--- config.mk ---
export PLATFORM = sky130hd
export DESIGN_NAME = result_framer_flat
export DESIGN_NICKNAME = d
export VERILOG_FILES = /design/src/rtl/watchdog_pkg.sv /design/src/rtl/result_framer_if.sv /design/src/rtl/result_framer_slot.sv /design/src/rtl/result_framer.sv /design/src/flat_wrapper.sv
export SDC_FILE = /design/constraint.sdc
export NUM_CORES = 1
export LEC_CHECK = 0
export CAP_MARGIN = 20
export CORE_ASPECT_RATIO = 0.75
export CORE_MARGIN = 2
export CORE_UTILIZATION = 57
export DETAILED_ROUTE_END_ITERATION = 8
export HOLD_SLACK_MARGIN = 0.03
export PLACE_DENSITY_LB_ADDON = 0.1
export SETUP_SLACK_MARGIN = 0.05
export SLEW_MARGIN = 20
export SYNTH_ARGS = -nofsm -noshare
export SYNTH_HDL_FRONTEND = slang
export SYNTH_HIERARCHICAL = 1
export SYNTH_SLANG_ARGS = --single-unit
--- constraint.sdc ---
create_clock -name clk -period 2.35 [get_ports clk]
set_input_delay 0.235 -clock clk [delete_from_list [all_inputs] [get_ports clk]]
set_output_delay 0.235 -clock clk [all_outputs]
set_load 0.05 [all_outputs]
--- src/rtl/watchdog_pkg.sv ---
// Shared types and constants for the eig_core result framer.
package watchdog_pkg;

    localparam logic [7:0]  SYNC_BYTE_DEF = 8'hA5;
    localparam int unsigned FRAME_LEN     = 11;

    typedef enum logic [2:0] {
        IDLE,
        SYNC,
        HDR,
        DATA,
        CSUM
    } frame_state_e;

    typedef struct packed {
        logic [2:0]  regime;
        logic [31:0] kappa;
        logic [31:0] inv_kappa;
    } result_t;

    // Payload byte idx (0..7): kappa bytes 3..0 followed by inv_kappa bytes 3..0.
    function automatic logic [7:0] result_byte(input result_t r, input logic [2:0] idx);
        logic [63:0] words;
        words = {r.kappa, r.inv_kappa};
        return words[8*(7 - int'(idx)) +: 8];
    endfunction

endpackage

--- src/rtl/result_framer_if.sv ---
// Result input, byte stream output and status signals of the result framer.
interface result_framer_if;

    logic        res_valid;
    logic [2:0]  regime;
    logic [31:0] kappa;
    logic [31:0] inv_kappa;
    logic        tx_ready;
    logic        clr_ovf;
    logic [7:0]  tx_data;
    logic        tx_valid;
    logic        busy;
    logic        overflow;

    modport master (
        output res_valid, regime, kappa, inv_kappa, tx_ready, clr_ovf,
        input  tx_data, tx_valid, busy, overflow
    );

    modport slave (
        input  res_valid, regime, kappa, inv_kappa, tx_ready, clr_ovf,
        output tx_data, tx_valid, busy, overflow
    );

endinterface

--- src/rtl/result_framer_slot.sv ---
// Single-entry holding register for a result waiting behind the frame in flight.
module result_slot
    import watchdog_pkg::*;
(
    input  logic    clk,
    input  logic    rst_n,
    input  logic    load,
    input  logic    drain,
    input  result_t load_data,
    output logic    valid,
    output result_t data
);

    logic    valid_q, valid_d;
    result_t data_q, data_d;

    // Load overrides drain so a same-cycle drain+load leaves the slot full with the new entry.
    always_comb begin
        valid_d = valid_q;
        data_d  = data_q;
        if (load) begin
            valid_d = 1'b1;
            data_d  = load_data;
        end else if (drain) begin
            valid_d = 1'b0;
        end
    end

    // Slot registers.
    always_ff @(posedge clk or negedge rst_n) begin
        if (!rst_n) begin
            valid_q <= 1'b0;
            data_q  <= '0;
        end else begin
            valid_q <= valid_d;
            data_q  <= data_d;
        end
    end

    assign valid = valid_q;
    assign data  = data_q;

endmodule

--- src/rtl/result_framer.sv ---
// Serialises eig_core results into 11-byte frames on a valid/ready byte stream.
module result_framer
    import watchdog_pkg::*;
#(
    parameter logic [7:0] SYNC_BYTE = SYNC_BYTE_DEF
) (
    input  logic           clk,
    input  logic           rst_n,
    result_framer_if.slave bus
);

    localparam int unsigned DATA_LEN = FRAME_LEN - 3;
    localparam logic [2:0]  LAST_IDX = 3'(DATA_LEN - 1);

    frame_state_e state_q, state_d;
    logic [2:0]   idx_q, idx_d;
    result_t      active_q, active_d;
    logic [4:0]   hdr_seq_q, hdr_seq_d;
    logic [4:0]   seq_q, seq_d;
    logic [7:0]   last_q, last_d;
    logic         overflow_q, overflow_d;
    logic         first_q, first_d;
    logic         rv_q, rv_d;

    result_t      in_res;
    result_t      slot_data;
    result_t      start_res;
    logic         slot_valid, slot_load, slot_drain;
    logic         accept, xfer, start, start_from_input, drop;
    logic [7:0]   hdr_byte, csum_byte, cur_byte;

    assign in_res = '{bus.regime, bus.kappa, bus.inv_kappa};

    // A res_valid that was already high during reset is not a new pulse on the first cycle out.
    assign accept = bus.res_valid && !(first_q && rv_q);
    assign xfer   = (state_q != IDLE) && bus.tx_ready;

    result_slot u_slot (
        .clk       (clk),
        .rst_n     (rst_n),
        .load      (slot_load),
        .drain     (slot_drain),
        .load_data (in_res),
        .valid     (slot_valid),
        .data      (slot_data)
    );

    // Byte presented for the current state; IDLE re-presents the last byte.
    always_comb begin
        hdr_byte  = {hdr_seq_q, active_q.regime};
        csum_byte = hdr_byte;
        for (int unsigned i = 0; i < DATA_LEN; i++) begin
            csum_byte = csum_byte ^ result_byte(active_q, 3'(i));
        end
        cur_byte = last_q;
        case (state_q)
            SYNC:    cur_byte = SYNC_BYTE;
            HDR:     cur_byte = hdr_byte;
            DATA:    cur_byte = result_byte(active_q, idx_q);
            CSUM:    cur_byte = csum_byte;
            default: cur_byte = last_q;
        endcase
    end

    // Next-state, frame start, pending-slot and overflow control.
    always_comb begin
        state_d          = state_q;
        idx_d            = idx_q;
        active_d         = active_q;
        hdr_seq_d        = hdr_seq_q;
        seq_d            = seq_q;
        last_d           = cur_byte;
        overflow_d       = overflow_q;
        first_d          = 1'b0;
        rv_d             = bus.res_valid;
        slot_load        = 1'b0;
        slot_drain       = 1'b0;
        start            = 1'b0;
        start_from_input = 1'b0;
        start_res        = in_res;
        drop             = 1'b0;

        case (state_q)
            IDLE: begin
                if (accept) begin
                    start            = 1'b1;
                    start_from_input = 1'b1;
                end
            end
            SYNC: begin
                if (xfer) state_d = HDR;
            end
            HDR: begin
                if (xfer) begin
                    state_d = DATA;
                    idx_d   = '0;
                end
            end
            DATA: begin
                if (xfer) begin
                    if (idx_q == LAST_IDX) state_d = CSUM;
                    else                   idx_d   = idx_q + 3'd1;
                end
            end
            CSUM: begin
                if (xfer) begin
                    // Pending result goes first; a result arriving now with the slot empty starts directly.
                    if (slot_valid) begin
                        start      = 1'b1;
                        start_res  = slot_data;
                        slot_drain = 1'b1;
                    end else if (accept) begin
                        start            = 1'b1;
                        start_from_input = 1'b1;
                    end else begin
                        state_d = IDLE;
                    end
                end
            end
            default: state_d = IDLE;
        endcase

        if (start) begin
            state_d   = SYNC;
            active_d  = start_res;
            hdr_seq_d = seq_q;
            seq_d     = seq_q + 5'd1;
        end

        if (accept && !start_from_input) begin
            if (!slot_valid || slot_drain) slot_load = 1'b1;
            else                           drop      = 1'b1;
        end

        if (bus.clr_ovf) overflow_d = 1'b0;
        if (drop)        overflow_d = 1'b1;
    end

    // Frame state registers.
    always_ff @(posedge clk or negedge rst_n) begin
        if (!rst_n) begin
            state_q    <= IDLE;
            idx_q      <= '0;
            active_q   <= '0;
            hdr_seq_q  <= '0;
            seq_q      <= '0;
            last_q     <= '0;
            overflow_q <= 1'b0;
            first_q    <= 1'b1;
        end else begin
            state_q    <= state_d;
            idx_q      <= idx_d;
            active_q   <= active_d;
            hdr_seq_q  <= hdr_seq_d;
            seq_q      <= seq_d;
            last_q     <= last_d;
            overflow_q <= overflow_d;
            first_q    <= first_d;
        end
    end

    // res_valid history keeps sampling through reset so a held pulse can be recognised afterwards.
    always_ff @(posedge clk) begin
        rv_q <= rv_d;
    end

    assign bus.tx_data  = cur_byte;
    assign bus.tx_valid = (state_q != IDLE);
    assign bus.busy     = (state_q != IDLE) || slot_valid;
    assign bus.overflow = overflow_q;

endmodule

--- src/flat_wrapper.sv ---
// flat-port wrapper written by rule: the top's interface ports become plain ports
module result_framer_flat import watchdog_pkg::*;
#(
    parameter logic [7:0] SYNC_BYTE = SYNC_BYTE_DEF
)
  (clk, rst_n, bus_res_valid, bus_regime, bus_kappa, bus_inv_kappa, bus_tx_ready, bus_clr_ovf, bus_tx_data, bus_tx_valid, bus_busy, bus_overflow);
  result_framer_if bus_i ();
  input  logic clk;
  input  logic rst_n;
  input wire logic [$bits(bus_i.res_valid)-1:0] bus_res_valid;
  input wire logic [$bits(bus_i.regime)-1:0] bus_regime;
  input wire logic [$bits(bus_i.kappa)-1:0] bus_kappa;
  input wire logic [$bits(bus_i.inv_kappa)-1:0] bus_inv_kappa;
  input wire logic [$bits(bus_i.tx_ready)-1:0] bus_tx_ready;
  input wire logic [$bits(bus_i.clr_ovf)-1:0] bus_clr_ovf;
  output wire logic [$bits(bus_i.tx_data)-1:0] bus_tx_data;
  output wire logic [$bits(bus_i.tx_valid)-1:0] bus_tx_valid;
  output wire logic [$bits(bus_i.busy)-1:0] bus_busy;
  output wire logic [$bits(bus_i.overflow)-1:0] bus_overflow;
  assign bus_i.res_valid = bus_res_valid;
  assign bus_i.regime = bus_regime;
  assign bus_i.kappa = bus_kappa;
  assign bus_i.inv_kappa = bus_inv_kappa;
  assign bus_i.tx_ready = bus_tx_ready;
  assign bus_i.clr_ovf = bus_clr_ovf;
  assign bus_tx_data = bus_i.tx_data;
  assign bus_tx_valid = bus_i.tx_valid;
  assign bus_busy = bus_i.busy;
  assign bus_overflow = bus_i.overflow;
  result_framer #(.SYNC_BYTE(SYNC_BYTE)) u_core (.clk(clk), .rst_n(rst_n), .bus(bus_i));
endmodule
==> flow_summary_export.csv <==
group,metric,value,unit
synth,ys_async_sr_fraction,99.4,%
sta,max_freq,0.418,GHz
floorplan,dieHeight,108,microns
floorplan,dieArea,15500,sq um
sta,finalWorstSetupSlack,-0.0439,ns
clocking,cts_sinks,162,
placement,dp.final_hpwl,14200,microns
clocking,cts_tree,"built",
grt,grt_max_degree,82,
finish,drive_above_1_share,28.2,%
synth,avgSynthCellArea,11.3,sq um
min_path,worst_hold_path_type,"input pin to register",
synth,synth-seq-cells,162,
route,drt_iter0_drc,442,
finish,nFillCells,961,
route,viasPerCell,5.58,
route,drc,0,
synth,ys_top_cells_by_count,"dfrtp_1, mux2i_1, a21oi_1",
clocking,cts-root-buf,"clkbuf_16",
job,cap_viol_max_count,0,
sta,slew_headroom,62.3,%
clocking,h-tree-depth,4,
worst_setup_path,worstPathMaxFanout,3,
sta,min_period_over_period,102,%
route,routed_wl,19900,microns
sta,skew,0.0148,ns
floorplan,ioPinCount,83,
clocking,numCtsBuffers,17,
floorplan,start_util,57.8,%
clocking,clock_latency,0.43,ns
worst_setup_path,worst_ep_required_time,2.12,ns
placement,io_buffers,82,
synth,synthTopCellsByArea,"dfrtp_1, mux2i_1, mux2_2",
synth,ys.flop_type,"dfrtp_1",
outcome,run_status,"complete, but fails checks",
placement,gp_congestion,0.880,
floorplan,coreArea,14300,sq um
floorplan,fp.dieW,143,microns
power,cellLeakagePower,4.24,nW
clocking,clk_path_buf_depth,2,
finish,antennaDiodeCount,0,
synth,synth_most_common_cell,"dfrtp_1",
power,finalPower,0.0158,W
worst_setup_path,worstPathArrival,2.16,ns
finish,nNetsFinal,911,
worst_setup_path,start_kind,"register",
worst_setup_path,end_kind,"primary output",
power,pwr_density_cell,1490,nW/um^2
grt,grt_usage,26.7,%
sta,drv_slew,0,
sta,final.min_clock_period,2.39,ns
sta,tightest_slew,0.566,ns
outcome,failed_checks,"setup timing",
worst_setup_path,path_class,"register to primary output",
synth,synth_cell_types,46,
route,ant_nets,0,
route,wl_per_cell,19.0,microns
finish,synthToLayoutAreaGrowth,27.9,%
sta,setup_viol,2,
sta,rsz0062_at_grt,"true",
power,peakVddDrop,933,uV
clocking,path_clk_slew,0.07,ns
synth,synth_top_area_share,48.4,%
floorplan,num_rows,38,
grt,grt.overflow.total,0,
route,first_pass_iters,5,
synth,synth_nets,808,
synth,yosysWarnings,6,
sta,finalHoldViolCount,0,
grt,antenna_found_initial,0,
grt,grt_pass1_vias,5887,
route,dr_total_vias,5853,
sta,setup_tns,-0.0605,ns
grt,grt_pass1_wl,31300,microns
synth,ys_seq_area_share,48.9,%
synth,yosys.area.top_type,"dfrtp_1",
synth,synth_edf_count,0,
synth,synthCells,733,
synth,syn-cell-area,8270,sq um
==> metrics by stage <==
step | cells | utilization [%] | hold slack [ns] | area, sq um | worst slack [ns]
floorplan | 733 | - | -0.0606 | 8270 | 0.104
global placement | 999 | 66.2 | 0.233 | 9470 | 0.205
detailed placement | 999 | 66.2 | 0.243 | 9470 | 0.190
CTS | 1037 | 71.6 | 0.280 | 10200 | -0.0471
global route | 1049 | 74.0 | 0.290 | 10600 | -0.101
finish | 1049 | 74.0 | 0.289 | 10600 | -0.0439
==> power breakdown <==
| part | switching (W) | leakage (nW) | internal [W] |
|---|---|---|---|
| clock | 0.00119 | 0.270 | 0.00151 |
| combinational | 0.00357 | 2.09 | 0.00410 |
| sequential | 0.00132 | 1.88 | 0.00413 |
| total | 0.00607 | 4.24 | 0.00973 |
==> cells by family (layout without fill, tap and decap cells) <==
logic type	count (synthesis)	after routing	synth area share (%)
xor+xnor	65	65	6.88
flops	162	162	48.9
fa+ha+maj	3	3	0.454
compound gates	140	140	9.57
mux	167	167	22.6
buf+inv	59	175	4.16
simple gates	136	136	7.38
other cells	1	1	0.0453
==> critical path, cell delays in order, from the launching register on <==
cell     delay [ns]
dfrtp_2        0.45
xnor2_2        0.17
xnor2_2        0.26
xnor2_2        0.10
or3_4          0.34
a31oi_4        0.25
buf_12         0.17
==> path summary, 6_finish.rpt <==
path	startpoint	end	slack, ns	cells past startpoint
worst max-delay path	u_core/active_q[32]	bus_tx_data[0]	-0.04	6
worst min-delay path	bus_res_valid	u_core/rv_q	0.29	1
worst max register to register	u_core/state_q[1]	u_core/active_q[25]	0.30	8
worst min register to register	u_core/u_slot/data[32]	u_core/u_slot/data[32]	0.50	1
max in group asynchronous	rst_n	u_core/u_slot/data[39]	1.22	3
min in group asynchronous	rst_n	u_core/u_slot/data[2]	0.35	2
==> metal layers <==
metal / GRT usage, % / wire length (microns)
met5: 0 / 0
met4: 6.93 / 316
met3: 5.09 / 895
met2: 42.0 / 9200
met1: 38.5 / 9510
==> sequential cells by signal, indices dropped and copies added (netlist names) <==
name,cells
u_core/active_q,67
u_core/u_slot/data,67
u_core/last_q,8
u_core/hdr_seq_q,5
u_core/seq_q,5
u_core/idx_q,3
u_core/state_q,3
u_core/bus.overflow,1
u_core/first_q,1
u_core/rv_q,1
u_core/u_slot/valid,1
==> cells in the final DEF, fill, tap and decap left out, types with 5 or more instances in the layout <==
cell	synthesis	routed
buf_4	7	36
a21oi_2	1	9
dfrtp_2	0	13
nand2_1	20	19
xnor2_2	0	16
xnor2_1	58	42
o21ai_0	21	15
a21oi_1	87	78
clkbuf_16	0	17
nor2b_1	8	5
a22o_1	8	8
buf_6	9	6
mux2i_1	95	91
mux2_4	19	19
clkdlybuf4s50_1	0	71
dfrtp_1	160	147
nor2_1	83	79
buf_12	0	16
inv_1	11	10
mux2_2	50	50
==> what timing repair did <==
| action | CTS | global route |
|---|---|---|
| hold endpoints to repair | 56 | 0 |
| pin swaps | 15 | 23 |
| resized for setup | 38 | 52 |
| setup endpoints to repair | 8 | 8 |
| hold buffers | 1 | 0 |
| gates cloned | 0 | 0 |
| setup buffers | 5 | 12 |
==> cell type report <==
class                      instances  area, sq um  area share, %
multi-input combinational        512         4250           40.1
sequential                       162         4070           38.4
timing repair buffer             132         1410           13.3
clock buffer                      20          447           4.22
tap                              200          250           2.36
clock inverter                    12          121           1.15
inverter                          11         45.0          0.426
No activity file was read; power rests on OpenSTA's default activity.
